===== src/rtl/fetch_unit.sv =====
// rtl/fetch_unit.sv - instruction fetch front end: PC generator, registered IMEM
// request port and DEPTH-entry prefetch queue with redirect flush and halt stop.
module fetch_unit #(
  parameter int                ADDR_W     = 16,
  parameter int                INSTR_W    = 16,
  parameter int                DEPTH      = 4,
  parameter int                PC_STEP    = 2,
  parameter logic [ADDR_W-1:0] RESET_PC   = '0,
  parameter logic [3:0]        HLT_OPCODE = 4'hF
) (
  input  logic                         clk,
  input  logic                         rst_n,
  output logic                         imem_req,
  output logic [ADDR_W-1:0]            imem_addr,
  input  logic [INSTR_W-1:0]           imem_rdata,
  input  logic                         redirect,
  input  logic [ADDR_W-1:0]            redirect_pc,
  output logic                         inst_valid,
  input  logic                         inst_ready,
  output logic [INSTR_W-1:0]           inst,
  output logic [ADDR_W-1:0]            inst_pc,
  output logic [ADDR_W-1:0]            inst_pc_next,
  output logic [ADDR_W-1:0]            pc,
  output logic                         halted,
  output logic [$clog2(DEPTH+1)-1:0]   occupancy
);
  localparam int                PTR_W   = $clog2(DEPTH);
  localparam int                CNT_W   = $clog2(DEPTH+1);
  localparam logic [CNT_W:0]    L_DEPTH = (CNT_W+1)'(DEPTH);
  localparam logic [ADDR_W-1:0] L_STEP  = ADDR_W'(PC_STEP);

  logic [ADDR_W-1:0]  r_fetch_pc;
  logic               r_inflight;
  logic [ADDR_W-1:0]  r_inflight_pc;
  logic               r_kill;
  logic               r_halt_seen;
  logic [CNT_W-1:0]   r_count;
  logic [PTR_W-1:0]   r_rd_ptr;
  logic [PTR_W-1:0]   r_wr_ptr;
  logic [INSTR_W-1:0] r_q_instr [DEPTH];
  logic [ADDR_W-1:0]  r_q_pc    [DEPTH];

  logic               w_resp_valid;
  logic               w_is_hlt;
  logic               w_deq;
  logic [CNT_W:0]     w_credit;

  assign w_resp_valid = r_inflight & ~r_kill;
  assign w_is_hlt     = w_resp_valid & (imem_rdata[INSTR_W-1 -: 4] == HLT_OPCODE);
  assign w_deq        = inst_valid & inst_ready;
  // Credit counts the in-flight slot and ignores a same-cycle dequeue, so the queue cannot overflow.
  assign w_credit     = {1'b0, r_count} + {{CNT_W{1'b0}}, r_inflight};

  assign imem_req     = rst_n & ~redirect & ~r_halt_seen & ~w_is_hlt & (w_credit < L_DEPTH);
  assign imem_addr    = r_fetch_pc;
  assign pc           = r_fetch_pc;

  assign inst_valid   = (r_count != '0);
  assign inst         = inst_valid ? r_q_instr[r_rd_ptr] : '0;
  assign inst_pc      = inst_valid ? r_q_pc[r_rd_ptr] : '0;
  assign inst_pc_next = inst_pc + L_STEP;
  assign halted       = r_halt_seen & (r_count == '0) & ~r_inflight;
  assign occupancy    = r_count;

  always_ff @(posedge clk) begin
    if (w_resp_valid) begin
      r_q_instr[r_wr_ptr] <= imem_rdata;
      r_q_pc[r_wr_ptr]    <= r_inflight_pc;
    end
  end

  always_ff @(posedge clk or negedge rst_n) begin
    if (!rst_n) begin
      r_fetch_pc    <= RESET_PC;
      r_inflight    <= 1'b0;
      r_inflight_pc <= '0;
      r_kill        <= 1'b0;
      r_halt_seen   <= 1'b0;
      r_count       <= '0;
      r_rd_ptr      <= '0;
      r_wr_ptr      <= '0;
    end else if (redirect) begin
      // The queue is flushed; anything still in flight is killed on arrival.
      r_fetch_pc  <= redirect_pc;
      r_inflight  <= 1'b0;
      r_kill      <= r_inflight;
      r_halt_seen <= 1'b0;
      r_count     <= '0;
      r_rd_ptr    <= '0;
      r_wr_ptr    <= '0;
    end else begin
      r_kill      <= 1'b0;
      r_inflight  <= imem_req;
      r_halt_seen <= r_halt_seen | w_is_hlt;
      if (imem_req) begin
        r_fetch_pc    <= r_fetch_pc + L_STEP;
        r_inflight_pc <= r_fetch_pc;
      end
      if (w_resp_valid) r_wr_ptr <= r_wr_ptr + PTR_W'(1);
      if (w_deq)        r_rd_ptr <= r_rd_ptr + PTR_W'(1);
      case ({w_resp_valid, w_deq})
        2'b10:   r_count <= r_count + CNT_W'(1);
        2'b01:   r_count <= r_count - CNT_W'(1);
        default: r_count <= r_count;
      endcase
    end
  end

endmodule


===== config.mk =====
export PLATFORM = sky130hd
export DESIGN_NAME = fetch_unit
export DESIGN_NICKNAME = d
export VERILOG_FILES = /design/src/rtl/fetch_unit.sv
export SDC_FILE = /design/constraint.sdc
export NUM_CORES = 1
export LEC_CHECK = 0
export BUFFER_PORTS_ARGS = -buffer_cell sky130_fd_sc_hd__buf_2
export CORE_ASPECT_RATIO = 0.9
export CORE_UTILIZATION = 56
export CTS_CLUSTER_DIAMETER = 200
export CTS_CLUSTER_SIZE = 25
export DETAILED_ROUTE_END_ITERATION = 6
export GPL_TIMING_DRIVEN = 0
export HOLD_SLACK_MARGIN = 0.02
export PLACE_DENSITY = 0.77
export SLEW_MARGIN = 10
export SYNTH_ARGS = -nofsm -noshare
export SYNTH_HDL_FRONTEND = slang
export SYNTH_SLANG_ARGS = --single-unit

===== constraint.sdc =====
create_clock -name clk -period 2.48 [get_ports clk]
set_input_delay 0.248 -clock clk [delete_from_list [all_inputs] [get_ports clk]]
set_output_delay 0.248 -clock clk [all_outputs]
set_load 0.005 [all_outputs]

-- Yosys cells after proc, flatten, opt, wreduce, memory -nomap -nowiden
Memories as Yosys holds them, arrays and structs flattened.
Index checks and enable logic that the tools add are counted.
- equality and inequality tests: 3
- add/subtract/negate cells: 7
- div/mod/pow operators: 0
- shift operators: 0
- multiplexer cells: 15
- $mul: 0
- bitwise operators: 15
- reduce and logical (&&, ||, !) cells: 7
- $lt $le $gt $ge: 1
- operators by type and width (kind ; count):
    16-bit two-way mux ; 4
    16-bit by 2-bit adder with 16-bit output (second input constant) ; 2
    1-bit AND ; 9
    2-bit two-way mux ; 4
    3-bit case mux with 2 select lines ; 1
    2-bit nonzero test ; 3
    3-bit nonzero test ; 2
    1-bit two-way mux ; 5
    1-bit inverter ; 5
    2-bit by 1-bit adder with 2-bit output (second input constant) ; 2
    3-bit by 1-bit adder with 4-bit output ; 1
    4-bit equality test (second input constant) ; 1
    4-bit by 3-bit less-than comparator with 1-bit output (second input constant) ; 1
    3-bit by 1-bit adder with 3-bit output (second input constant) ; 1
    3-bit logical NOT ; 1
    3-bit two-way mux ; 1
    3-bit by 1-bit subtractor with 3-bit output (second input constant) ; 1
    2-bit by 1-bit equality test with 1-bit output (second input constant) ; 1
    2-bit equality test (second input constant) ; 1
    2-bit AND reduction ; 1
    1-bit OR ; 1
- bits of input ports: 36
- latch bits: 0
- bits in writable memories: 128
- bits in registers: 42
- output and inout bits: 86
- memories kept: 2
- word-level logic and storage cells: 58
- bits in read-only memories: 0
- memory list (name ; words ; bits a word ; read ports ; clocked after memory_dff ; wr ports ; line ; RTL):
    r_q_instr ; 4 ; 16 ; 1 ; 0 ; 1 ; 40 ; logic [INSTR_W-1:0] r_q_instr [DEPTH];
    r_q_pc ; 4 ; 16 ; 1 ; 0 ; 1 ; 41 ; logic [ADDR_W-1:0] r_q_pc [DEPTH];

-- Depth between registers and ports, before layout
Gate-level depths: netlist of run 1.
- depth in word-level cells: 8
- mapped depth: 9
- gate-level depth less buffers: 9

-- Least setup slack after synthesis of run 1
OpenSTA, ideal clock, no wires.
- path kind: flip-flop to output port
- from: reg r_count[0] (netlist: occupancy[0])
- to: out inst_pc_next[13]
- cell stages (with the launch flop): 10
- arrival: 2.045 ns
- path slack: 0.187 ns
- required time: 2.232 ns
- path buffers: 1
- path through: dfrtp_1 > nor3_1 > inv_1 > clkbuf_1 > and2_1 > ha_1 > nand3_1 > nor4_4 > nand4b_1 > xnor2_1
- longest elaborated chain between the ends: 3
- RTL lines (element ; line ; RTL):
    from (decl) ; 37 ; logic [CNT_W-1:0] r_count;
    from (signal assigned) ; 102 ; 2'b10: r_count <= r_count + CNT_W'(1);
    from (signal assigned) ; 103 ; 2'b01: r_count <= r_count - CNT_W'(1);
    from (signal assigned) ; 104 ; default: r_count <= r_count;
    3-bit nonzero test ; 58 ; assign inst_valid = (r_count != '0);
    16-bit two-way mux ; 60 ; assign inst_pc = inst_valid ? r_q_pc[r_rd_ptr] : '0;
    via inst_pc[2] ; 21 ; output logic [ADDR_W-1:0] inst_pc,
    16-bit by 2-bit adder with 16-bit output ; 61 ; assign inst_pc_next = inst_pc + L_STEP;
    to (decl) ; 22 ; output logic [ADDR_W-1:0] inst_pc_next,
The timed path passes the listed nets, and every way through them passes these cells.

-- Worst setup path in the final report of run 1
- from: reg r_rd_ptr[0]
- to: out inst_pc_next[13]
- longest elaborated chain between the ends: 3
- RTL lines (element ; line ; RTL):
    from (decl) ; 38 ; logic [PTR_W-1:0] r_rd_ptr;
    from (signal assigned) ; 100 ; if (w_deq) r_rd_ptr <= r_rd_ptr + PTR_W'(1);
    memory 4 x 16 bit ; -- ;
    16-bit two-way mux ; 60 ;
    16-bit by 2-bit adder with 16-bit output ; 61 ;
Every way passes these cells.

==> results.toml, run 1 <==
[synthesis]
synthFlopType = "edfxtp_1"
synth-edff-count = 128
yosys_warnings = 0
ys_ff_latch = 170
synthesis.nets = 533
netlist_instances = 490
ys_types = 52
async_flop_share_pct = 24.7
ys_seq_area_share_pct = 66.0
postSynthAreaPerCell_um2 = 15.1
netlist_area_mm2 = 0.00742

[clock_network]
clock_latency_ps = 430
cts_buffers = 17
clockBufferDepth = 2
cts_tree = "yes"
cts.sinks = 170
cts-root-buf = "clkbuf_16"
cts_max_level = 4
path_clk_slew_ps = 60

[placement]
dpl.cell_count = 779
dp_hpwl_um = 10300
gp_congestion = 0.845
portBuffers = 121

[setup_path]
cp-start-kind = "flop"
cp_slowest_cell = "dfrtp_1"
critPathBufInv = 2
cp_data_required_time_ps = 2230
worstPathCellList = "buf_8 > mux4_2 > and2_4 > ha_4 > nand3_4 > nor4_4 > nand4b_1 > xnor2_1 > buf_2"
path_class = "flop to output port"
cp_max_fo = 6
max_stage_delay_ps = 390
ff2ff_path_depth = 8
path_delay_family = "simple AND/OR/NAND/NOR gates"
cp.arrival_ps = 2460
cp-end-kind = "output port"
cp.depth = 9

[floorplan]
die_y_um = 111
core_mm2 = 0.0128
ios = 122
fp-row-count = 39
start_util_pct = 58.0
fp.dieW_um = 123
die_area_mm2 = 0.0137

[global_routing]
grt_usage_pct = 24.9
antenna_found_initial = 0
grt_pass1_wl_um = 24900
grt_max_degree = 43
grt-ovfl-total = 0
grt_pass1_vias = 4736

[timing]
final-setup-viol-count = 11
rsz0062_at_grt = "yes"
hold_viol_final = 0
fin_crit_sh_pct = 109
fmaxAchievable_ghz = 0.369
period_minus_slack_ps = 2710
relSlewSlack_pct = 59.4
worst_pin_slew_ps = 609
finClkSkew_ps = 11.3
setup_slack_ps = -230
maxSlewViolCount = 0

[final_layout]
fin_cells = 832
diodes = 0
nNetsFinal = 698
drive_above_1_share_pct = 40.4
final_cell_mix = "edfxtp_1, buf_2, nand2_1, dfrtp_1, buf_4"
fillers = 847
final_common_cell = "edfxtp_1"
fin_util_pct = 72.1
syn2layout_area_growth_pct = 24.2

[run_status]
status = "complete, but fails checks"
violations = "setup timing"

[detailed_routing]
routed_wl_um = 16000
wire_per_inst_um = 19.2
vias = 4697
drc_errors = 0
dr.first_iter.drc_count = 368
firstDrtPassIters = 5
vias_per_cell = 5.65
ant_nets = 0

[power_and_ir_drop]
p_comb_share_pct = 34.2
pwr-share-clk_pct = 25.6
total_power_mw = 9.34
swShare_pct = 31.3
power_density_mw_per_mm2 = 1010
internal-power_mw = 6.42
power_switching_mw = 2.93
leakagePower_nw = 3.69
irDropWorstVdd_v = 0.000428
p_seq_share_pct = 40.2

[worst_hold_path]
hold_depth = 1
hold_class = "primary input to flop"

[flow_run]
drv_cap = 0
## logic make-up (layout without fill, tap and decap cells)
group | Yosys count | count (layout) | share of synthesized area (%)
multiplexers | 35 | 35 | 10.5
flip-flops | 170 | 170 | 66.0
AO/OA/AOI/OAI | 38 | 38 | 3.41
adder cells (fa/ha/maj) | 7 | 7 | 1.28
AND/OR/NAND/NOR | 168 | 168 | 12.2
buffers and inverters | 50 | 228 | 4.08
XOR/XNOR | 22 | 22 | 2.60
## metrics by stage
step / area [um2] / setup TNS (ps) / hold slack, ps / setup slack, ps
floorplan: 7420 / 0 / -47.6 / 187
global placement: 8230 / -34150 / 441 / -611
detailed placement: 8320 / -6290 / 452 / -670
CTS: 9110 / -1670 / 20.4 / -250
global route: 9220 / -3040 / 22.6 / -363
finish: 9220 / -1540 / 41.3 / -230
## power by group through the flow
stage	combinational, mW	sequential (mW)	clock [mW]
2_1_floorplan	1.67	3.71	0
3_3_place_gp	2.61	3.77	0
3_5_place_dp	2.68	3.81	0
4_1_cts	3.06	3.75	2.43
5_1_grt	3.50	3.79	2.54
6_report	3.20	3.75	2.39
## routing by layer
metal	up-vias	track usage (%)	part of all wire, %
met4	0	7.47	1.8
li1	2134	-	-
met3	27	6.38	6.4
met2	188	41.3	50
met5	-	0	0
met1	2348	32.4	41
## area by class of cell
class | count | area, um2 | share of cell area (%)
Sequential cell | 170 | 4900 | 53.1
Multi-Input combinational cell | 270 | 2300 | 25.0
Timing Repair Buffer | 147 | 910 | 9.87
Clock buffer | 19 | 443 | 4.80
Buffer | 38 | 322 | 3.49
Tap cell | 164 | 205 | 2.23
Clock inverter | 13 | 93.8 | 1.02
Inverter | 11 | 46.3 | 0.502
## registers in the layout, summed over array words and instances, names as in the netlist
name / cells
r_inflight_pc: 16
r_halt_seen: 1
occupancy: 3
r_kill: 1
imem_addr: 16
r_q_instr: 64
r_rd_ptr: 2
r_wr_ptr: 2
r_q_pc: 64
r_inflight: 1
## timing repair
action,in CTS,in global routing
setup endpoints to repair,50,19
gates resized for setup,29,15
buffers inserted,14,6
hold endpoints to repair,42,0
pin swaps,10,9
hold buffers,2,0
## synthesized netlist by cell type, types with 8 or more instances
cell | count | area (um2)
xnor2_1 | 15 | 131
and2_1 | 36 | 225
clkbuf_1 | 8 | 30.0
nand3_1 | 12 | 60.1
nor2_1 | 19 | 71.3
inv_1 | 11 | 41.3
nand2_1 | 64 | 240
buf_4 | 20 | 150
a21oi_1 | 8 | 40.0
dfrtp_1 | 42 | 1050
mux4_2 | 29 | 653
edfxtp_1 | 128 | 3840
o21ai_0 | 11 | 55.1
## worst register-to-register path: cells and delay by family (launching register included)
kind,cells,cell delay (ps)
AO/OA/AOI/OAI,1,460
XOR/XNOR,1,110
adder cells (fa/ha/maj),1,390
buffers and inverters,1,160
flip-flops,1,420
AND/OR/NAND/NOR,4,620
## worst paths after layout
| path | start | endpoint | slack (ps) |
|---|---|---|---|
| worst max-delay path | r_rd_ptr[0]$_DFFE_PN0P_ | inst_pc_next[13] | -230 |
| worst min-delay path | imem_rdata[5] | r_q_instr[0][5]$_DFFE_PP_ | 40 |
| worst max register to register | occupancy[1]$_DFFE_PN0P_ | occupancy[2]$_DFFE_PN0P_ | 170 |
| worst min register to register | r_inflight_pc[13]$_DFFE_PN0P_ | r_q_pc[0][13]$_DFFE_PP_ | 520 |
| max in group asynchronous | rst_n | occupancy[2]$_DFFE_PN0P_ | 1890 |
| min in group asynchronous | rst_n | imem_addr[14]$_DFFE_PN0P_ | 350 |
Power figures use the tool's default switching activity.
==> run 2, diff against run 1 <==
CELL_PAD_IN_SITES_DETAIL_PLACEMENT = 1   (was unset)
CELL_PAD_IN_SITES_GLOBAL_PLACEMENT = 1   (was unset)
CORE_UTILIZATION = 47   (was 56)
PLACE_DENSITY = 0.78   (was 0.77)
==> results.toml, run 2 (synthesis gave the netlist of run 1 again) <==
[floorplan]
die_y_um = 121
start_util_pct = 48.1
fp-row-count = 43
fp.dieW_um = 134
core_mm2 = 0.0154
ios = 122
die_area_mm2 = 0.0163

[setup_path]
worstPathCellList = "buf_6 > mux4_2 > and2_4 > ha_4 > nand3_4 > nor4_4 > nand4b_1 > xnor2_1 > buf_2"
cp-start-kind = "flop"
cp_max_fo = 7
max_stage_delay_ps = 370
r2r_end = "occupancy[2]$_DFFE_PN0P_"
cp-end-kind = "output port"
cp_slowest_cell = "dfrtp_1"
reg2reg_setup_slack_ps = 190
cp_data_required_time_ps = 2230
worstReg2RegStart = "r_inflight$_DFF_PN0_"
path_class = "flop to output port"
ff2ff_path_depth = 8
cp.arrival_ps = 2420

[final_layout]
syn2layout_area_growth_pct = 25.5
final_cell_mix = "edfxtp_1, buf_2, nand2_1, buf_4, dfrtp_1"
nNetsFinal = 700
multi_input_area_mm2 = 0.00232
final_common_cell = "edfxtp_1"
seq_area_mm2 = 0.00490
final_area_mm2 = 0.00932
fillers = 1495
largestRegisters = "r_q_instr (64), r_q_pc (64)"
drive_above_1_share_pct = 40.0
diodes = 0

[clock_network]
cts_buffers = 17
cts-root-buf = "clkbuf_16"
clock_latency_ps = 420
path_clk_slew_ps = 60
cts.sinks = 170
cts_max_level = 4
clockBufferDepth = 2
cts_tree = "yes"

[timing]
maxSlewViolCount = 0
period_minus_slack_ps = 2670
setup_slack_ps = -191
fmaxAchievable_ghz = 0.374
hold_viol_final = 0
final-setup-viol-count = 11
rsz0062_at_grt = "yes"
worst_pin_slew_ps = 758
relSlewSlack_pct = 49.5
finClkSkew_ps = 5.89
fin_setup_tns_ps = -1270
fin_crit_sh_pct = 108

[detailed_routing]
vias = 4819
vias_per_cell = 5.53
wire_per_inst_um = 21.2
routed_wl_um = 18500
dr.first_iter.drc_count = 284
ant_nets = 0
firstDrtPassIters = 5
drc_errors = 0

[global_routing]
grt_usage_pct = 24.3
grt_max_degree = 43
grt_pass1_wl_um = 28700
grt_pass1_vias = 5135
grt-ovfl-total = 0
antenna_found_initial = 0

[run_status]
violations = "setup timing"
status = "complete, but fails checks"

[worst_hold_path]
min_to = "r_q_instr[3][4]$_DFFE_PP_"
hold_class = "primary input to flop"
min_from = "imem_rdata[4]"
hold_depth = 1

[power_and_ir_drop]
leakagePower_nw = 3.71
irDropWorstVdd_v = 0.000570
power_density_mw_per_mm2 = 1040
total_power_mw = 9.69

[placement]
dp_hpwl_um = 11800
portBuffers = 121
gp_congestion = 0.832
place_area_mm2 = 0.00836

[flow_run]
drv_cap = 0
[run 2: critical path, delay by kind of cell, from the launching register on]
family	cells	cell delay [ps]
buffers and inverters	2	290
multiplexers	1	370
adder cells (fa/ha/maj)	1	170
flip-flops	1	370
AND/OR/NAND/NOR	4	620
XOR/XNOR	1	180
[run 2: layer usage]
layer | up-vias | global-route usage (%) | wire length [um] | part of all wire [%]
li1 | 2139 | - | - | -
met2 | 187 | 41.3 | 9240 | 50
met5 | - | 0 | 0 | 0
met1 | 2475 | 32.0 | 8040 | 43
met4 | 0 | 7.16 | 219 | 1.2
met3 | 18 | 4.47 | 996 | 5.4
[run 2: per-stage QoR]
step | hold WS (ps) | setup slack, ps | cells | util [%]
2_1_floorplan | -47.6 | 187 | 490 | -
3_3_place_gp | 447 | -653 | 813 | 53.6
3_5_place_dp | 459 | -687 | 817 | 54.2
4_1_cts | 23.3 | -242 | 871 | 60.0
5_1_grt | 27.6 | -316 | 872 | 60.3
6_report | 42.6 | -191 | 872 | 60.3
[run 2: worst max-delay path by stage]
stage                                  start                to  slack (ps)
floorplan           occupancy[0]$_DFFE_PN0P_  inst_pc_next[13]         190
global placement    occupancy[0]$_DFFE_PN0P_  inst_pc_next[13]        -650
detailed placement  occupancy[0]$_DFFE_PN0P_  inst_pc_next[15]        -690
CTS                  r_rd_ptr[0]$_DFFE_PN0P_  inst_pc_next[15]        -240
global route         r_rd_ptr[0]$_DFFE_PN0P_  inst_pc_next[15]        -320
finish               r_rd_ptr[0]$_DFFE_PN0P_  inst_pc_next[13]        -190
[run 2: area by class of cell]
class	count	area share, %
plain buffers	37	3.38
clock buffers	24	4.96
repair buffers	150	9.72
flip-flops and latches	170	52.6
clock inverters	8	1.30
well taps	202	2.71
multi-input cells	270	24.9
inverters	11	0.470
[run 2: repair_timing]
action                     in CTS  in global routing
hold buffers                    3                  0
hold endpoints to repair       46                  0
setup endpoints to repair      50                 16
pin swaps                      12                  7
gates resized for setup        36                  7
buffers inserted               19                  3
[run 2: power breakdown]
group	total (mW)	switching (mW)	leakage, nW	internal, mW
logic	3.29	1.67	1.75	1.61
clock network	2.64	1.03	0.272	1.61
registers	3.76	0.300	1.69	3.46
==> run 3, diff against run 2 <==
PLACE_DENSITY = unset   (was 0.78)
PLACE_DENSITY_LB_ADDON = 0.1   (was unset)
==> results.toml, run 3 (synthesis gave the netlist of run 1 again) <==
[final_layout]
diodes = 0
nNetsFinal = 714
final_cell_mix = "edfxtp_1, buf_2, nand2_1, buf_4, dfrtp_1"
final_common_cell = "edfxtp_1"
fin_cells = 885
syn2layout_area_growth_pct = 27.1
drive_above_1_share_pct = 41.7
largestRegisters = "r_q_instr (64), r_q_pc (64)"

[global_routing]
antenna_found_initial = 0
grt-busiest-layer = "met2"
grtUsageMet2_pct = 38.3
grt_max_degree = 43
grt_pass1_wl_um = 27700
grt_usage_pct = 23.3
grt_pass1_vias = 4968
met3_usage_pct = 4.68
grt-ovfl-total = 0
grt_util_met1_pct = 31.6

[timing]
fmaxAchievable_ghz = 0.362
finClkSkew_ps = 7.70
maxSlewViolCount = 0
setup_slack_ps = -279
worst_pin_slew_ps = 658
fin_crit_sh_pct = 111
final-setup-viol-count = 11
relSlewSlack_pct = 56.1
hold_viol_final = 0
rsz0062_at_grt = "yes"
period_minus_slack_ps = 2760

[clock_network]
path_clk_slew_ps = 60
cts.sinks = 170
cts_max_level = 4
clockBufferDepth = 2
cts_buffers = 17
cts_tree = "yes"
cts-root-buf = "clkbuf_16"
clock_latency_ps = 420

[detailed_routing]
drc_errors = 0
vias = 4807
firstDrtPassIters = 4
ant_nets = 0
wire_per_inst_um = 20.5
vias_per_cell = 5.43
dr.first_iter.drc_count = 349
routed_wl_um = 18200

[placement]
dpl.cell_count = 817
pre_cts_ws_ps = -774
dp_hpwl_um = 11600
portBuffers = 121
gp_congestion = 0.766

[power_and_ir_drop]
power_density_mw_per_mm2 = 1030
leakagePower_nw = 3.78
irDropWorstVdd_v = 0.000530

[setup_path]
worstPathCellList = "buf_8 > buf_4 > mux4_2 > nand2_2 > nor4_4 > nand4b_1 > xnor2_1 > buf_2"
cp-end-kind = "output port"
max_stage_delay_ps = 430
cp_slowest_cell = "mux4_2"
cp.arrival_ps = 2510
path_delay_family = "simple AND/OR/NAND/NOR gates"
critPathBufInv = 3
cp_max_fo = 6
cp-start-kind = "flop"
cp_data_required_time_ps = 2230
path_class = "flop to output port"

[floorplan]
core_mm2 = 0.0154
ios = 122
fp.dieW_um = 134
start_util_pct = 48.1
fp-row-count = 43
die_area_mm2 = 0.0163
die_y_um = 121

[flow_run]
drv_cap = 0

[run_status]
status = "complete, but fails checks"
violations = "setup timing"

[worst_hold_path]
hold_class = "primary input to flop"
==> run 3: layer usage <==
layer  up-vias  routed length [um]
met4         0                 206
li1       2164                   -
met1      2479                8140
met3        18                 743
met2       146                9080
met5         -                   0
==> run 3: metrics by stage <==
step	total power [mW]	util, %	TNS [ps]	hold WS (ps)	area, um2
floorplan	5.38	-	0	-47.6	7420
global placement	6.42	53.6	-44790	457	8280
detailed placement	6.55	54.2	-8710	465	8370
CTS	9.49	59.9	-1890	20.4	9250
global route	10.2	61.1	-3150	34.7	9430
finish	9.70	61.1	-1920	43.7	9430
==> run 3: timing repair <==
item	CTS	global route
hold endpoints to repair	42	0
setup buffers	20	16
gates cloned	0	1
setup endpoints to repair	51	16
pin swaps	13	5
resized for setup	40	12
hold buffers	2	0
==> run 3: worst paths after layout <==
path / end / cells after the start / from / slack, ps
setup / recovery: inst_pc_next[13] / 8 / r_rd_ptr[0]$_DFFE_PN0P_ / -280
hold / removal: r_q_instr[3][0]$_DFFE_PP_ / 1 / imem_rdata[0] / 40
setup reg to reg: occupancy[2]$_DFFE_PN0P_ / 8 / r_inflight$_DFF_PN0_ / 230
hold reg to reg: r_inflight_pc[0]$_DFFE_PN0P_ / 2 / imem_addr[0]$_DFFE_PN0P_ / 520
max in group asynchronous: occupancy[0]$_DFFE_PN0P_ / 3 / rst_n / 1880
min in group asynchronous: imem_addr[12]$_DFFE_PN0P_ / 3 / rst_n / 360
==> run 3: layout make-up <==
type | instances | area, um2
clock buffers | 19 | 433
multi-input cells | 270 | 2320
well taps | 202 | 253
flip-flops and latches | 170 | 4900
plain buffers | 37 | 322
clock inverters | 12 | 126
inverters | 11 | 46.3
fillers | 1519 | 6010
repair buffers | 164 | 1030
==> run 3: power breakdown <==
group          total (mW)  internal, mW  switching, mW
clock                2.53          1.47           1.06
combinational        3.41          1.75           1.66
sequential           3.76          3.46          0.298
total                9.70          6.68           3.02
